<file path="config.mk">
export PLATFORM = sky130hd
export DESIGN_NAME = rx_shift
export DESIGN_NICKNAME = d
export VERILOG_FILES = /design/src/rtl/aes_uart_pkg.sv /design/src/rtl/idle_timer.sv /design/src/rtl/rx_shift.sv
export SDC_FILE = /design/constraint.sdc
export NUM_CORES = 1
export LEC_CHECK = 0
export BUFFER_PORTS_ARGS = -buffer_cell sky130_fd_sc_hd__buf_2
export CAP_MARGIN = 20
export CORE_ASPECT_RATIO = 1.1
export CORE_MARGIN = 2
export CORE_UTILIZATION = 54
export DETAILED_ROUTE_END_ITERATION = 16
export GPL_ROUTABILITY_DRIVEN = 1
export PLACE_DENSITY = 0.8
export SETUP_SLACK_MARGIN = 0.02
export SKIP_LAST_GASP = 1
export SLEW_MARGIN = 40
export SYNTH_ARGS = -nofsm -noshare
export SYNTH_HDL_FRONTEND = slang
export SYNTH_SLANG_ARGS = --single-unit
export TNS_END_PERCENT = 30
</file>
<file path="constraint.sdc">
create_clock -name clk -period 1.9 [get_ports clk]
set_input_delay 0.285 -clock clk [delete_from_list [all_inputs] [get_ports clk]]
set_output_delay 0.285 -clock clk [all_outputs]
set_load 0.01 [all_outputs]
</file>
<file path="src/rtl/aes_uart_pkg.sv">
// Shared definitions for the AES UART block shifters.
// Block geometry, FSM encoding and idle-timer sizing.
package aes_uart_pkg;

  localparam int BLOCK_BYTES = 16;
  localparam int BLOCK_W     = 128;

  typedef enum logic {
    COLLECT = 1'b0,
    PUSH    = 1'b1
  } shift_state_t;

  // Idle counter width: at least 20 bits, more if the limit needs it.
  function automatic int idle_w(input int cycles);
    int w;
    w = $clog2(cycles + 1);
    return (w < 20) ? 20 : w;
  endfunction

endpackage

</file>
<file path="src/rtl/idle_timer.sv">
// Idle-cycle timer for partial blocks.
// Pulses expired on the cycle the count reaches the limit.
module idle_timer
  import aes_uart_pkg::*;
#(
  parameter int TIMEOUT_CYCLES = 100000
) (
  input  logic clk,
  input  logic reset,
  input  logic clear,
  input  logic enable,
  output logic expired
);

  localparam int IW = idle_w(TIMEOUT_CYCLES);
  localparam logic [IW-1:0] SAT = IW'(TIMEOUT_CYCLES);
  localparam logic [IW-1:0] LAST =
    (TIMEOUT_CYCLES == 0) ? '0 : IW'(TIMEOUT_CYCLES - 1);

  logic [IW-1:0] idle_q;

  // Count enabled idle cycles, saturating at the limit.
  always_ff @(posedge clk or negedge reset) begin
    if (!reset) begin
      idle_q <= '0;
    end else if (clear) begin
      idle_q <= '0;
    end else if (enable && idle_q != SAT) begin
      idle_q <= idle_q + IW'(1);
    end
  end

  assign expired = (TIMEOUT_CYCLES != 0) && enable && (idle_q == LAST);

endmodule

</file>
<file path="src/rtl/rx_shift.sv">
// Assembles received UART bytes into 128-bit blocks.
// Pushes full blocks to the FIFO; drops bytes while blocked.
module rx_shift
  import aes_uart_pkg::*;
#(
  parameter int TIMEOUT_CYCLES = 100000
) (
  input  logic               clk,
  input  logic               reset,
  input  logic               rx_done,
  input  logic [7:0]         rx_data,
  input  logic               buffer_full,
  output logic               buffer_write,
  output logic [BLOCK_W-1:0] dout,
  output logic               shift_done,
  output logic               timeout,
  output logic               overflow
);

  shift_state_t state_q, state_d;

  logic [3:0]         cnt_q;
  logic [BLOCK_W-1:0] data_q;
  logic               accept;
  logic               drop;
  logic               push;
  logic               idle_en;
  logic               idle_clr;
  logic               expired;

  // Next state and per-cycle actions.
  always_comb begin
    state_d = state_q;
    accept  = 1'b0;
    drop    = 1'b0;
    push    = 1'b0;
    unique case (state_q)
      COLLECT: begin
        accept = rx_done;
        if (rx_done && cnt_q == 4'(BLOCK_BYTES - 1))
          state_d = PUSH;
      end
      PUSH: begin
        drop = rx_done;
        push = !buffer_full;
        if (!buffer_full)
          state_d = COLLECT;
      end
      default: state_d = COLLECT;
    endcase
  end

  assign idle_en  = (state_q == COLLECT) && (cnt_q != 4'd0) && !rx_done;
  assign idle_clr = rx_done || (cnt_q == 4'd0);

  idle_timer #(
    .TIMEOUT_CYCLES(TIMEOUT_CYCLES)
  ) u_idle (
    .clk    (clk),
    .reset  (reset),
    .clear  (idle_clr),
    .enable (idle_en),
    .expired(expired)
  );

  // State register.
  always_ff @(posedge clk or negedge reset) begin
    if (!reset)
      state_q <= COLLECT;
    else
      state_q <= state_d;
  end

  // Shift register, byte count and registered strobes.
  always_ff @(posedge clk or negedge reset) begin
    if (!reset) begin
      cnt_q        <= '0;
      data_q       <= '0;
      buffer_write <= 1'b0;
      shift_done   <= 1'b0;
      timeout      <= 1'b0;
      overflow     <= 1'b0;
    end else begin
      buffer_write <= push;
      shift_done   <= push;
      timeout      <= 1'b0;
      if (drop)
        overflow <= 1'b1;
      unique case (1'b1)
        accept: begin
          data_q <= {data_q[BLOCK_W-9:0], rx_data};
          cnt_q  <= cnt_q + 4'd1;
        end
        expired: begin
          data_q  <= '0;
          cnt_q   <= '0;
          timeout <= 1'b1;
        end
        default: ;
      endcase
    end
  end

  assign dout = data_q;

endmodule

</file>
**Word-level counts from Yosys, hierarchy flattened**

Index checks and enable logic that the tools add are counted.

- Equal/unequal tests: 3
- Muxes and demuxes: 11
- Reductions and logical operators: 12
- Bitwise gates (word level): 1
- Add/subtract/negate cells: 2

Operators by type and width:

| kind | count |
|---|---|
| $pmux W128 S2 | 1 |
| $mux W20 | 2 |
| $add A20 B1 Y20 const B | 1 |
| $eq A20 B17 Y1 const B | 1 |
| $ne A20 B17 Y1 const B | 1 |
| $pmux W4 S2 | 1 |
| $mux W1 | 6 |
| $logic_and A1 B1 Y1 | 5 |
| $add A4 B1 Y4 const B | 1 |
| $eq A4 B4 Y1 const B | 1 |
| $logic_not A4 Y1 | 1 |
| $reduce_bool A2 Y1 | 2 |
| $reduce_bool A4 Y1 | 1 |
| $logic_not A1 Y1 | 2 |
| $pmux W1 S2 | 1 |
| $logic_or A1 B1 Y1 | 1 |
| $not A1 Y1 | 1 |

- Input bits: 12
- Register bits: 156
- Word-level logic and storage cells: 36

**Logic depth before layout (Yosys ltp)**

- Word-level depth: 6
- Depth in mapped cells: 8
- Depth with buffers taken out: 6

**Hierarchy**

Synthesis repeated with hierarchy kept, for this count alone.

- Cells, all modules: 713
- Area, all modules: 7213.2 um2

By module, submodules not included:

| module | sequential area each (um2) | instances | area each (um2) | cells each |
|---|---|---|---|---|
| rx_shift | 3403.3 | 1 | 6093.3 | 592 |
| idle_timer | 500.5 | 1 | 1119.8 | 121 |

**Worst setup path before layout**

Ideal clock, no wire load.

- Path kind: flip-flop to flip-flop
- From: reg state_q
- To: reg data_q[14], in the netlist dout[14]
- Data arrival time: 1567 ps
- Buffers on the path: 3
- Slack: 213 ps
- Required time: 1780 ps
- Cell stages (with the launch flop): 9
- Clock period less this slack: 1687 ps
- Path through: dfrtp_1 buf_2 inv_2 nand2_1 or3_1 nor3_4 buf_6 buf_4 a21oi_1

- Cells in the longest elaborated chain, start to end: 5
- Elaborated cells on any way between the ends: 7

RTL lines:

| what | RTL line | source |
|---|---|---|
| start: declaration | rx_shift.sv:20 | `shift_state_t state_q, state_d;` |
| start signal: assignment | rx_shift.sv:71 | `state_q <= state_d;` |
| $not A1 Y1 | rx_shift.sv:53 | `assign idle_en = (state_q == COLLECT) && (cnt_q != 4'd0) && !rx_done;` |
| $logic_and A1 B1 Y1 (2 in series) | rx_shift.sv:53 |  |
| $logic_and A1 B1 Y1 | idle_timer.sv:33 | `assign expired = (TIMEOUT_CYCLES != 0) && enable && (idle_q == LAST);` |
| $pmux W128 S2 or $reduce_bool A2 Y1 (tied branches) | - |  |
| end signal: assignment | rx_shift.sv:91 | `data_q <= {data_q[BLOCK_W-9:0], rx_data};` |
| end: declaration | rx_shift.sv:23 | `logic [BLOCK_W-1:0] data_q;` |

Several ways; a longest one is shown, not always the timed one.
A chain may end at the register's enable or synchronous reset.

**Final worst setup path**

- From: reg u_idle.idle_q[18]
- To: reg u_idle.idle_q[8]

- Cells in the longest elaborated chain, start to end: 3

RTL lines:

| what | RTL line | source |
|---|---|---|
| start: declaration | idle_timer.sv:20 | `logic [IW-1:0] idle_q;` |
| start signal: assignment | idle_timer.sv:29 | `idle_q <= idle_q + IW'(1);` |
| $ne A20 B17 Y1 | idle_timer.sv:28 | `end else if (enable && idle_q != SAT) begin` |
| $logic_and A1 B1 Y1 | idle_timer.sv:28 |  |
| $reduce_bool A2 Y1 (no source line) | - |  |

No other way between the ends.

==> metrics.txt <==
NetSw 4.46 mW; maxcap violations 0; Remaining Overflow, GRT 0; I/O Buffers 143; Period minus WS final 1.96 ns; crit path kind register to register; Warnings, synthesis 0; Core Rows 41; # diodes 0; Final setup viols 98; DRC viols 0; clock share of power 29.8%; Synth cell types 30; Routed Antenna Nets 0; clk slew on worst S/H paths 0.06 ns; clk_skew 0.00635 ns; DRT iter0 DRCs 450; clk sinks 156; slowest stage delay, CP 0.42 ns; status finished with violations; Least-Margin Pin Slew 0.455 ns; Int Pwr 8.58 mW; TritonCTS clock tree done; Fin. Hold Viols 0; via count 5672; violated checks negative setup slack; wire per inst 16.8 µm; Non-Filler Cell Area, Final 8330 µm²; worst min-delay path category primary input to register; unrepaired setup endpoints after global routing true; Detailed Routing Iterations Pass 1 5; WHS 0.0552 ns; Skew-Pair Late Insertion Delay 0.42 ns; Net Sw Frac 34.2%; H-tree level count 4; final core occ 71.8%; critical path's most frequent cell buf_4; largest net degree at the start of global routing 68; placed instance area 7390 µm²; Max rail drop VDD 1070 µV; Syn Std Cell Area 6470 µm²; mean area per synthesized cell 9.07 µm²; Crit. End Element register; Setup WS pre-CTS -0.110 ns; Starting Density 55.8%; crit path DAT 2.27 ns; CTS root buffer clkbuf_16; die height 119 µm; Final WS setup -0.0596 ns; Worst slew margin 69.4%; setup_tns -2.33 ns; flop-to-flop setup slack -0.06 ns; total core area 11600 µm²; Num CTS Buffers 17; CTS Buffer Depth 2; initial antenna violation count 0; Static Leakage 4.13 nW; first-pass GRT wire length 26400 µm; All-Layer GR Usage 26.3%; worst-path fanout max 4; Comb pwr share 28.0%; layout cells sized above 1 25.2%; sequential power share 42.2%; DIE AREA 12900 µm²; total power 13.0 mW; vias in the first global route 5283; nets 877; final cell count without fillers 1024; GPL Wtd Cong 0.843; Slowest-stage cell, CP dfrtp_1; Worst Path Required 2.21 ns; Pwr per Cell Area 1570 nW/µm²; io pins 144; DP Cell Count 977; FILL cells 869; critical-path cell list nor4_2 -> nand4_1 -> buf_4 -> buf_4 -> o21ai_4 -> clkdlybuf4s15_2 -> or4_1 -> nand2_1; Mapped Nets 729; fmax 0.510 GHz; Via density 5.54; Die Width 108 µm; post-DP HPWL 10200 µm; Synth Register Bits 156; Area Overhead vs Synth 28.7%; startpoint types register; fin crit share 103%; Synth Instances 713; sequential element share of the synthesized area 60.3%; Max Transition Viols Final 0; DRT Wirelength 17200 µm
==> power by group through the flow <==
stage,registers (mW),logic [mW],clock network (mW)
finish,5.50,3.65,3.89
global route,5.65,4.07,4.07
CTS,5.49,3.65,3.93
detailed placement,5.54,3.58,0
global placement,5.48,3.48,0
floorplan,5.86,1.41,0
==> per-layer routing <==
metal | share of wire (%) | global-route usage [%]
met3 | 7.6 | 7.72
met1 | 40 | 34.6
met2 | 50 | 41.4
met4 | 2.3 | 9.46
met5 | 0 | 0
==> final timing paths <==
kind / startpoint / to / cells after the start
worst min-delay path: buffer_full / shift_done / 2
min in group asynchronous: reset / u_idle.idle_q[13] / 2
worst min register to register: overflow / overflow / 1
worst max-delay path: u_idle.idle_q[18] / u_idle.idle_q[8] / 8
max in group asynchronous: reset / dout[63] / 3
worst max register to register: u_idle.idle_q[18] / u_idle.idle_q[8] / 8
==> timing repair <==
action	in CTS	in global routing
gates resized for setup	3	10
pin swaps	2	2
endpoints found under the hold margin	43	0
endpoints found under the setup margin	139	140
setup buffers	4	5
cloned	1	4
hold buffers	1	0
==> synth_stat cells (all sizes together) <==
master | count | area, µm²
nor3 | 4 | 31.3
nand4b | 2 | 17.5
buf | 24 | 143
dfrtp | 156 | 3900
ha | 4 | 50.1
nand4 | 8 | 56.3
nand2 | 274 | 1030
and4 | 1 | 8.76
nor4b | 2 | 17.5
o21ai | 9 | 45.0
nor2 | 22 | 82.6
xor2 | 10 | 87.6
nor2b | 1 | 6.26
nand3 | 6 | 30.0
xnor2 | 5 | 43.8
or3 | 6 | 37.5
nor4 | 5 | 37.5
or4 | 1 | 7.51
clkbuf | 25 | 93.8
inv | 8 | 30.0
a21oi | 136 | 681
a21o | 2 | 15.0
o211ai | 2 | 15.0
==> cell usage in the layout (no fill, tap or decap), types with 3 or more instances in the layout <==
cell,netlist,routed
or3_1,6,6
o21ai_0,9,8
buf_12,0,7
nand3_1,6,6
ha_1,4,4
clkbuf_8,0,3
buf_6,1,3
dfrtp_1,156,154
xnor2_1,5,5
nor4_1,4,3
clkinv_2,0,4
inv_1,7,7
buf_2,12,142
nor3_1,3,3
nor2_1,22,22
bufinv_16,0,6
buf_4,8,20
xor2_1,10,10
clkbuf_16,0,20
a21oi_1,136,136
nand4_1,7,7
nand2_1,274,273
==> sequential cells by signal, summed over array words and instances, names as in the netlist <==
register	count
dout	128
state_q	1
timeout	1
overflow	1
shift_done	1
u_idle.idle_q	20
cnt_q	4
==> area by class of cell <==
type	instances	area (µm²)	area share [%]
sequential	156	3910	46.9
multi-input combinational	500	2360	28.4
timing repair buffer	178	1160	13.9
clock buffer	20	467	5.60
clock inverter	12	215	2.58
tap	150	188	2.25
inverter	8	30.0	0.361
==> critical path, delay by kind of cell, from the launching register on <==
| family | cells | cell delay (ns) |
|---|---|---|
| AND/OR/NAND/NOR | 4 | 0.67 |
| buffers and inverters | 3 | 0.57 |
| flip-flops | 1 | 0.42 |
| AO/OA/AOI/OAI | 1 | 0.18 |
==> kinds of logic after synthesis <==
logic type,synth area share [%]
XOR/XNOR,2.03
buffers and inverters,4.12
flip-flops,60.3
AO/OA/AOI/OAI,11.7
AND/OR/NAND/NOR,21.0
adder cells (fa/ha/maj),0.774
Power figures use the tool's default switching activity.
